File: config.mk
export PLATFORM = sky130hd
export DESIGN_NAME = seq_alu
export DESIGN_NICKNAME = d
export VERILOG_FILES = /design/src/rtl/seq_alu.sv
export SDC_FILE = /design/constraint.sdc
export NUM_CORES = 1
export LEC_CHECK = 0
export ABC_AREA = 0
export CAP_MARGIN = 10
export CELL_PAD_IN_SITES_DETAIL_PLACEMENT = 1
export CELL_PAD_IN_SITES_GLOBAL_PLACEMENT = 1
export CORE_MARGIN = 1.5
export CORE_UTILIZATION = 40
export DETAILED_ROUTE_END_ITERATION = 10
export GPL_TIMING_DRIVEN = 0
export PLACE_DENSITY_LB_ADDON = 0.15
export SLEW_MARGIN = 20
export SYNTH_ARGS = -nofsm -noshare
export SYNTH_HDL_FRONTEND = slang
export SYNTH_SLANG_ARGS = --single-unit
File: constraint.sdc
create_clock -name clk -period 2.9 [get_ports clk]
set_input_delay 0.58 -clock clk [delete_from_list [all_inputs] [get_ports clk]]
set_output_delay 0.58 -clock clk [all_outputs]
set_load 0.05 [all_outputs]
File: src/rtl/seq_alu.sv
// ---------------------------------------------------------------------------
// seq_alu -- multi-cycle, parametrised-width ALU with valid/ready handshakes.
//
// One operation is in flight at a time. Logic/add/compare/find-first-one
// results are computed at the accepting edge. Shifts step one bit per cycle.
// Unsigned multiply (shift-add) and unsigned restoring divide each take N
// iterations. The result registers also serve as the working registers
// while the unit is BUSY.
//
// Ports
//   clk, rst_n            : rising-edge clock, asynchronous active-low reset
//   in_valid / in_ready   : request handshake (in_ready=1 only in IDLE)
//   A, B, Cin, Mode       : operands, carry-in (ADD only), operation select
//   out_valid / out_ready : result handshake (out_valid=1 only in DONE)
//   Y, Yh                 : primary / secondary result (MUL high, DIV rem)
//   Cout, Overflow, Zero, DivZero : result flags
// ---------------------------------------------------------------------------
module seq_alu #(
  parameter int N = 16
) (
  input  logic         clk,
  input  logic         rst_n,
  input  logic         in_valid,
  output logic         in_ready,
  input  logic [N-1:0] A,
  input  logic [N-1:0] B,
  input  logic         Cin,
  input  logic [3:0]   Mode,
  output logic         out_valid,
  input  logic         out_ready,
  output logic [N-1:0] Y,
  output logic [N-1:0] Yh,
  output logic         Cout,
  output logic         Overflow,
  output logic         Zero,
  output logic         DivZero
);

  localparam int S = $clog2(N);

  localparam logic [3:0] M_SLL  = 4'd0;
  localparam logic [3:0] M_SLA  = 4'd1;
  localparam logic [3:0] M_SRL  = 4'd2;
  localparam logic [3:0] M_SRA  = 4'd3;
  localparam logic [3:0] M_ADD  = 4'd4;
  localparam logic [3:0] M_SUB  = 4'd5;
  localparam logic [3:0] M_AND  = 4'd6;
  localparam logic [3:0] M_OR   = 4'd7;
  localparam logic [3:0] M_NOT  = 4'd8;
  localparam logic [3:0] M_XOR  = 4'd9;
  localparam logic [3:0] M_XNOR = 4'd10;
  localparam logic [3:0] M_NOR  = 4'd11;
  localparam logic [3:0] M_MULU = 4'd12;
  localparam logic [3:0] M_DIVU = 4'd13;
  localparam logic [3:0] M_CMP  = 4'd14;
  localparam logic [3:0] M_FFO  = 4'd15;

  localparam logic [S:0] CNT_ZERO = {(S+1){1'b0}};
  localparam logic [S:0] CNT_ONE  = {{S{1'b0}}, 1'b1};
  localparam logic [S:0] CNT_N    = (S+1)'(N);

  typedef enum logic [1:0] {
    IDLE = 2'd0,
    BUSY = 2'd1,
    DONE = 2'd2
  } state_t;

  state_t       state_q, state_d;
  logic [N-1:0] a_q, a_d;
  logic [N-1:0] b_q, b_d;
  logic [3:0]   mode_q, mode_d;
  logic [S:0]   cnt_q, cnt_d;
  logic [N-1:0] y_q, y_d;
  logic [N-1:0] yh_q, yh_d;
  logic         cout_q, cout_d;
  logic         ovf_q, ovf_d;
  logic         zero_q, zero_d;
  logic         divz_q, divz_d;

  logic         finish_s;
  logic [N:0]   add_s;
  logic [N:0]   mul_sum_s;
  logic [N:0]   div_trial_s;
  logic [N-1:0] div_diff_s;

  // Index of the most-significant set bit; 0 when no bit is set.
  function automatic logic [S-1:0] ffo_idx(input logic [N-1:0] v);
    logic [S-1:0] idx;
    idx = {S{1'b0}};
    for (int i = 0; i < N; i++) begin
      if (v[i]) begin
        idx = i[S-1:0];
      end else begin
        idx = idx;
      end
    end
    return idx;
  endfunction

  // Next-state, datapath step and flag computation.
  always_comb begin
    state_d     = state_q;
    a_d         = a_q;
    b_d         = b_q;
    mode_d      = mode_q;
    cnt_d       = cnt_q;
    y_d         = y_q;
    yh_d        = yh_q;
    cout_d      = cout_q;
    ovf_d       = ovf_q;
    divz_d      = divz_q;
    finish_s    = 1'b0;
    add_s       = {(N+1){1'b0}};
    mul_sum_s   = {(N+1){1'b0}};
    div_trial_s = {(N+1){1'b0}};
    div_diff_s  = {N{1'b0}};

    case (state_q)
      IDLE: begin
        if (in_valid) begin
          // Cin only matters to ADD, which completes here, so it is
          // consumed at acceptance rather than held.
          a_d      = A;
          b_d      = B;
          mode_d   = Mode;
          cnt_d    = CNT_ZERO;
          yh_d     = {N{1'b0}};
          cout_d   = 1'b0;
          ovf_d    = 1'b0;
          divz_d   = 1'b0;
          state_d  = DONE;
          finish_s = 1'b1;
          case (Mode)
            M_SLL, M_SLA, M_SRL, M_SRA: begin
              y_d   = A;
              cnt_d = {1'b0, B[S-1:0]};
              if (B[S-1:0] != {S{1'b0}}) begin
                state_d  = BUSY;
                finish_s = 1'b0;
              end else begin
                state_d  = DONE;
              end
            end
            M_ADD: begin
              add_s  = {1'b0, A} + {1'b0, B} + {{N{1'b0}}, Cin};
              y_d    = add_s[N-1:0];
              cout_d = add_s[N];
              ovf_d  = (A[N-1] == B[N-1]) && (add_s[N-1] != A[N-1]);
            end
            M_SUB: begin
              add_s  = {1'b0, A} + {1'b0, ~B} + {{N{1'b0}}, 1'b1};
              y_d    = add_s[N-1:0];
              cout_d = add_s[N];
              ovf_d  = (A[N-1] != B[N-1]) && (add_s[N-1] != A[N-1]);
            end
            M_AND:  y_d = A & B;
            M_OR:   y_d = A | B;
            M_NOT:  y_d = ~A;
            M_XOR:  y_d = A ^ B;
            M_XNOR: y_d = ~(A ^ B);
            M_NOR:  y_d = ~(A | B);
            M_MULU: begin
              // {yh, y} is the product/multiplier pair of shift-add.
              y_d      = B;
              cnt_d    = CNT_N;
              state_d  = BUSY;
              finish_s = 1'b0;
            end
            M_DIVU: begin
              if (B == {N{1'b0}}) begin
                y_d    = {N{1'b1}};
                yh_d   = A;
                divz_d = 1'b1;
              end else begin
                // y holds the dividend shifting out / quotient shifting in.
                y_d      = A;
                cnt_d    = CNT_N;
                state_d  = BUSY;
                finish_s = 1'b0;
              end
            end
            M_CMP:   y_d = {{(N-1){1'b0}}, ($signed(A) < $signed(B))};
            M_FFO:   y_d = {{(N-S){1'b0}}, ffo_idx(A)};
            default: y_d = {N{1'b0}};
          endcase
        end else begin
          state_d = IDLE;
        end
      end

      BUSY: begin
        cnt_d = cnt_q - CNT_ONE;
        if (cnt_q == CNT_ONE) begin
          state_d  = DONE;
          finish_s = 1'b1;
        end else begin
          state_d  = BUSY;
        end
        case (mode_q)
          M_SLL: y_d = {y_q[N-2:0], 1'b0};
          M_SLA: begin
            y_d   = {y_q[N-2:0], 1'b0};
            // Sign changes on this step when the two top bits differ.
            ovf_d = ovf_q | (y_q[N-1] ^ y_q[N-2]);
          end
          M_SRL: y_d = {1'b0, y_q[N-1:1]};
          M_SRA: y_d = {y_q[N-1], y_q[N-1:1]};
          M_MULU: begin
            if (y_q[0]) begin
              mul_sum_s = {1'b0, yh_q} + {1'b0, a_q};
            end else begin
              mul_sum_s = {1'b0, yh_q};
            end
            yh_d = mul_sum_s[N:1];
            y_d  = {mul_sum_s[0], y_q[N-1:1]};
          end
          M_DIVU: begin
            // Partial remainder can reach 2B-1, hence the extra bit.
            div_trial_s = {yh_q, y_q[N-1]};
            div_diff_s  = div_trial_s[N-1:0] - b_q;
            if (div_trial_s >= {1'b0, b_q}) begin
              yh_d = div_diff_s;
              y_d  = {y_q[N-2:0], 1'b1};
            end else begin
              yh_d = div_trial_s[N-1:0];
              y_d  = {y_q[N-2:0], 1'b0};
            end
          end
          default: y_d = y_q;
        endcase
      end

      DONE: begin
        if (out_ready) begin
          state_d = IDLE;
        end else begin
          state_d = DONE;
        end
      end

      default: state_d = IDLE;
    endcase

    // Zero is evaluated only when a result is finalised so it stays
    // consistent with Y while held in DONE.
    if (finish_s) begin
      zero_d = (y_d == {N{1'b0}});
    end else begin
      zero_d = zero_q;
    end
  end

  // State, operand, counter and result registers.
  always_ff @(posedge clk or negedge rst_n) begin
    if (!rst_n) begin
      state_q <= IDLE;
      a_q     <= {N{1'b0}};
      b_q     <= {N{1'b0}};
      mode_q  <= 4'd0;
      cnt_q   <= CNT_ZERO;
      y_q     <= {N{1'b0}};
      yh_q    <= {N{1'b0}};
      cout_q  <= 1'b0;
      ovf_q   <= 1'b0;
      zero_q  <= 1'b0;
      divz_q  <= 1'b0;
    end else begin
      state_q <= state_d;
      a_q     <= a_d;
      b_q     <= b_d;
      mode_q  <= mode_d;
      cnt_q   <= cnt_d;
      y_q     <= y_d;
      yh_q    <= yh_d;
      cout_q  <= cout_d;
      ovf_q   <= ovf_d;
      zero_q  <= zero_d;
      divz_q  <= divz_d;
    end
  end

  assign in_ready  = (state_q == IDLE);
  assign out_valid = (state_q == DONE);
  assign Y         = y_q;
  assign Yh        = yh_q;
  assign Cout      = cout_q;
  assign Overflow  = ovf_q;
  assign Zero      = zero_q;
  assign DivZero   = divz_q;

endmodule

Word-level counts from Yosys, hierarchy flattened
Index checks and enable logic that the tools add are counted.

Flip-flop bits (word level): 79. Bits in latches: 0. Memory bits (writable): 0. ROM bits: 0. Bits of input ports: 41. Output and inout port bits: 38. Logic and storage cells: 125. Memories kept: 0.

Add/subtract/negate cells: 7. Multiply operators: 0. Divide/modulo/power cells: 0. Magnitude comparators: 2. Eq/ne operators: 30. Shift-type cells: 0. Mux-type cells: 51. Bitwise operators: 9. Reductions and logical operators: 15.

Operators with widths (number): case mux 16 bit (13 select lines) (1); 2-to-1 mux 16 bit (6); case mux 16 bit (2 select lines) (3); case mux 16 bit (5 select lines) (1); NOT 16 bit (4); 2-to-1 mux 4 bit (14); adder 16 x 16 -> 17 bit (3); equality test 4 bit (second input constant) (10); zero test 16 bit (2); adder 17 x 1 -> 17 bit (1); adder 17 x 1 -> 17 bit (second input constant) (1); greater-or-equal comparator 17 x 16 -> 1 bit (1); 2-to-1 mux 17 bit (1); bitwise AND 16 bit (1); equality test 4 x 2 -> 1 bit (second input constant) (4); equality test 4 x 3 -> 1 bit (second input constant) (4); < comparator 16 bit (1); OR 16 bit (1); subtractor 16 bit (1); bitwise XOR 16 bit (1); case mux 5 bit (3 select lines) (1); case mux 2 bit (3 select lines) (2); 2-to-1 mux 2 bit (5); 2-to-1 mux 5 bit (2); other kinds (25) (43).

Depth between registers and ports, before layout
Gate-level depths: netlist of run 1.

Word-level depth: 19. Mapped depth: 14. Gate-level depth less buffers: 14.

Least setup slack after synthesis of run 1
No wires, ideal clock.

Path kind: input-to-reg. From: input A[0]. To: register zero_q, in the netlist Zero. Setup time: 92 ps. Data arrival time: 3297 ps. Required time: 2808 ps. Setup slack: -488 ps. Stages: 13. Buffers on the path: 0. Cell sequence: fa_1 -> inv_1 -> fa_1 -> nand2b_1 -> a21oi_1 -> o2111ai_1 -> a211oi_1 -> o31ai_1 -> a21oi_1 -> nor4b_1 -> a211oi_1 -> or4_1 -> o31ai_2.

Cells in the longest elaborated chain, start to end: 6. Elaborated cells between the ends (all ways): 16.

RTL lines: start, declared (RTL line 25) `input logic [N-1:0] A,`; adder 16 x 16 -> 17 bit (on tied branches) (RTL line 151, 145); adder 17 x 1 -> 17 bit (on tied branches) (RTL line 151, 145); case mux 16 bit (13 select lines) * (RTL line 133) `case (Mode)`; 2-to-1 mux 16 bit * (RTL line 120) `if (in_valid) begin`; case mux 16 bit (2 select lines) * (RTL line 118) `case (state_q)`; named net y_d[14] (RTL line 73) `logic [N-1:0] y_q, y_d;`; zero test 16 bit * (RTL line 247) `zero_d = (y_d == {N{1'b0}});`; end signal, assigned (RTL line 277) `zero_q <= zero_d;`; end, declared (RTL line 77) `logic zero_q, zero_d;`.

The timed path passes the listed nets; every way through them passes the cells marked *. A chain may end at the register's enable or synchronous reset.

Worst setup path in the final report of run 1
From: input A[6]. To: register zero_q, in the netlist Zero.

Elaborated cells between the ends (all ways): 26.

RTL lines: adder 16 x 16 -> 17 bit, or another cell as far along (RTL line 151) `add_s = {1'b0, A} + {1'b0, ~B} + {{N{1'b0}}, 1'b1};`; adder 17 x 1 -> 17 bit, or another cell as far along (RTL line 151); case mux 16 bit (13 select lines) * (RTL line 133); 2-to-1 mux 16 bit * (RTL line 120); case mux 16 bit (2 select lines) * (RTL line 118); named net y_d[6] (RTL line 73); zero test 16 bit * (RTL line 247).

Marks and branches as above.

==> qor.yml, run 1 <==
synth:
  synth_top_family_by_area: "compound AO/OA/AOI/OAI gates"
  synth.top_cells.by_area: "dfrtp_1 21%, ha_1 11%, o21ai_0 6.5%"
  synth-seq-cells: 79
  synth_compound_gate_area_share_pct: 33.3
  synth.cell_area_sq_um: 9480
  synth_top_cells_by_count: "127 x nand2_1, 123 x o21ai_0, 99 x nor2_1, 95 x a21oi_1, 85 x inv_1"
  yosysUniqueCellTypes: 86
  post_synth_edffs: 0
  synthMuxAreaShare_pct: 2.71
  synth.largest_area_cell: "dfrtp_1"
  synth_xor_xnor_area_share_pct: 2.77
  synthesized_nets: 1394
  synth_ff_type: "dfrtp_1"
  yosys.cell_count.top_type: "nand2_1"
  ys_seq_area_share_pct: 20.9
  synth_area_in_simple_gates_pct: 21.2
  number_of_standard_cells_after_synthesis: 1266
  syn_avg_cell_area_sq_um: 7.49
  fraction_of_synthesized_cell_area_taken_by_the_top_area_cell_type_pct: 20.9
  number_of_warnings_printed_during_yosys_synthesis: 0
  ys_async_sr_fraction_pct: 100
  synth-adder-area-share_pct: 11.9
finish:
  diodes_inserted: 0
  area_delta_synth_final_pct: 38.4
  post-route-cell-area_sq_um: 13100
  fillCellCount: 2799
  postLayoutCoreUtil_pct: 56.2
  post_layout_nonfiller_instances: 1764
  drive_above_1_share_pct: 28.6
  nNetsFinal: 1568
timing:
  min_clock_period_post_route_ps: 3530
  tightest_slew_ps: 1190
  slew_headroom_pct: 20.5
  fmaxAchievable_mhz: 283
  postLayoutSetupSlackWorst_ps: -630
  setup_violation_total_in_the_final_timing_report: 5
  finalHoldViolations: 0
  clock-skew-final_ps: 7.30
  slew_viol_final: 0
  grt_setup_unrepaired: "yes"
  final_min_period_over_clock_period_pct: 122
outcome:
  violations: "negative setup slack"
  run_status: "finished with violations"
pwr:
  total_net_switching_power_w: 0.00747
  p_clk_share_pct: 9.5
  intPower_w: 0.00703
  pwr_density_cell_nw_per_um2: 1100
  power.sequential.fraction_pct: 15.3
  peakVddDrop_mv: 0.720
  total_leakage_power_nw: 5.35
  power_frac_comb_pct: 75.2
  p_sw_share_pct: 51.5
grt:
  grt_start_max_net_pins: 48
  grt_most_used_layer: "met2"
  globalRoute.totalOverflow: 0
  use_met3_pct: 5.07
  grt_pass1_vias: 11600
  grt_first_pass_wirelength_mm: 71.1
  grt_antenna_before_repair: 0
  grt_use_met1_pct: 48.0
  grt_usage_pct: 38.6
  gr-usage-met2_pct: 64.3
route:
  ant_nets: 0
  dr.first_iter.drc_count: 1085
  drt_first_pass_iters: 5
  avgViaCountPerCell: 6.70
  wirelength_mm: 49.2
  wl_per_cell_um: 27.9
  route.vias.total: 11800
  detail_route.drc_violations: 0
clocking:
  tritoncts_clock_tree: "built"
  cts_made_buffers: 9
  clk_transition_reported_paths_ps: 70
  worstSkewPairLatency_ps: 350
  clock_tree.root_cell: "clkbuf_16"
  tritoncts_num_sinks: 79
  ctsHtreeMaxLevel: 3
  ctsLongestPathBuffers: 2
placed_design:
  placed_area_sq_um: 10800
  io_buf_count: 77
  dpl.cell_count: 1663
  globalplace.congestion: 0.974
  dp_hpwl_mm: 35.0
  place_worst_setup_slack_ps: -2550
floorplan:
  floorplan.die.width_um: 157
  floorplan.die_area_sq_um: 24600
  io_pins: 79
  initial_utilization_pct: 40.6
  die-height_um: 157
  std_cell_rows: 56
  design.core.area_sq_um: 23300
setup_path:
  worstPathMaxFanout: 10
  path_cells: "buf_4 -> inv_2 -> ha_4 -> clkbuf_4 -> inv_2 -> a211oi_1 -> a31oi_2 -> o2111ai_1 -> nor3_2 -> o211ai_1 -> nor4_4 -> nand4bb_1 -> or4_4 -> o31ai_2"
  cp_slowest_cell: "or4_4"
  cpPeakStageDelay_ps: 510
  timing.critical_path.to_type: "register"
  cp-start-kind: "input port"
  critical_path_arrival_ps: 3800
  crit_path_kind: "in2reg"
  worst_ep_required_time_ps: 3170
  critical-path-top-cell-by-count: "inv_2"
flow_run:
  maxCapViolations: 0
min_path:
  hold_class: "in2async"
-- cell usage in the layout (no fill, tap or decap), types with 20 or more instances in the layout --
cell type        count
buf_6               26
xnor2_1             23
a21o_1              20
o21ai_1             20
ha_4                21
dfrtp_1             68
nor3_1              22
buf_4               90
nor2_1              91
o21ai_0             98
nand3_1             25
clkdlybuf4s50_1     39
buf_2               21
inv_1               56
ha_1                57
a21oi_1             81
nand2_1            123
-- power groups by stage --
| stage | Combinational, W | Sequential (W) | Clock (W) |
|---|---|---|---|
| after detailed placement | 0.00790 | 0.00221 | 0 |
| after CTS | 0.00890 | 0.00218 | 0.00137 |
| after global placement | 0.00772 | 0.00218 | 0 |
| after floorplan | 0.00485 | 0.00270 | 0 |
| after global routing | 0.0116 | 0.00226 | 0.00142 |
| final | 0.0109 | 0.00222 | 0.00138 |
-- per-layer routing --
metal / routed length, um / vias up
met1: 19100 / 5775
met4: 3720 / 0
met2: 22600 / 722
met3: 3810 / 254
met5: 0 / -
li1: - / 5062
-- critical path: cells and delay by family --
family,cells,cell delay [ps]
adders and majority gates,1,290
buffers and inverters,4,640
AOI/OAI and AO/OA,5,820
and+or+nand+nor,4,1440
-- layout make-up --
| type | count | area (sq um) | share of cell area [%] |
|---|---|---|---|
| clock inverters | 5 | 105 | 0.801 |
| inverters | 86 | 378 | 2.88 |
| plain buffers | 74 | 539 | 4.11 |
| multi-input cells | 1022 | 7940 | 60.6 |
| flip-flops and latches | 79 | 1990 | 15.2 |
| clock buffers | 11 | 243 | 1.85 |
| well taps | 319 | 399 | 3.04 |
| repair buffers | 168 | 1520 | 11.6 |
-- metrics by stage --
stage          power, W  setup TNS (ps)  hold WS (ps)
3_5_place_dp     0.0101          -50860           479
4_1_cts          0.0124           -1670           200
2_1_floorplan   0.00755            -391           284
5_1_grt          0.0152           -2850           217
3_3_place_gp    0.00990         -195500           466
6_report         0.0145           -1400           193
-- repair_timing --
| item | 4_1_cts | 5_1_grt |
|---|---|---|
| hold buffers | 0 | 0 |
| resized for setup | 359 | 160 |
| pin swaps | 53 | 56 |
| setup buffers | 54 | 33 |
| setup endpoints to repair | 51 | 29 |
| gates cloned | 2 | 2 |
-- worst paths after layout --
kind                             from       to  slack (ps)  cells past startpoint
setup / recovery                 A[6]     Zero        -630                     14
hold / removal                  rst_n  b_q[14]         190                      1
setup reg to reg           state_q[1]     Zero        -510                     12
hold reg to reg               a_q[11]  a_q[11]         490                      2
max in group asynchronous       rst_n    Yh[0]        2040                      2
min in group clk                 A[0]   a_q[0]         490                      3
-- registers in the layout, summed over array words and instances, names as in the netlist, 2 cells and up --
name / cells
Y: 16
Yh: 16
a_q: 16
b_q: 16
cnt_q: 5
mode_q: 4
state_q: 2
-- cells by family (layout without fill, tap and decap cells) --
logic type | Yosys count | count (layout)
AO/OA/AOI/OAI | 474 | 474
multiplexers | 25 | 25
buffers and inverters | 165 | 344
flip-flops | 79 | 79
XOR/XNOR | 30 | 30
adder cells (fa/ha/maj) | 87 | 87
AND/OR/NAND/NOR | 406 | 406
No activity file was read; power rests on OpenSTA's default activity.
==> inputs of run 2 (changes only) <==
--- a/config.mk
+++ b/config.mk
@@ -12,6 +12,7 @@
 export CORE_MARGIN = 1.5
 export CORE_UTILIZATION = 40
 export DETAILED_ROUTE_END_ITERATION = 10
+export GPL_ROUTABILITY_DRIVEN = 1
 export GPL_TIMING_DRIVEN = 0
 export PLACE_DENSITY_LB_ADDON = 0.15
 export SLEW_MARGIN = 20
==> results of run 2 <==
Final layout, timing and power as in run 1 (identical DEF).
==> inputs of run 3 (changes only) <==
--- a/config.mk
+++ b/config.mk
@@ -6,11 +6,13 @@
 export NUM_CORES = 1
 export LEC_CHECK = 0
 export ABC_AREA = 0
+export ABC_CLOCK_PERIOD_IN_PS = 2900
 export CAP_MARGIN = 10
 export CELL_PAD_IN_SITES_DETAIL_PLACEMENT = 1
 export CELL_PAD_IN_SITES_GLOBAL_PLACEMENT = 1
 export CORE_MARGIN = 1.5
 export CORE_UTILIZATION = 40
+export CTS_CLUSTER_SIZE = 20
 export DETAILED_ROUTE_END_ITERATION = 10
 export GPL_ROUTABILITY_DRIVEN = 1
 export GPL_TIMING_DRIVEN = 0
==> results of run 3 <==
Final layout, timing and power as in run 1 (identical DEF).
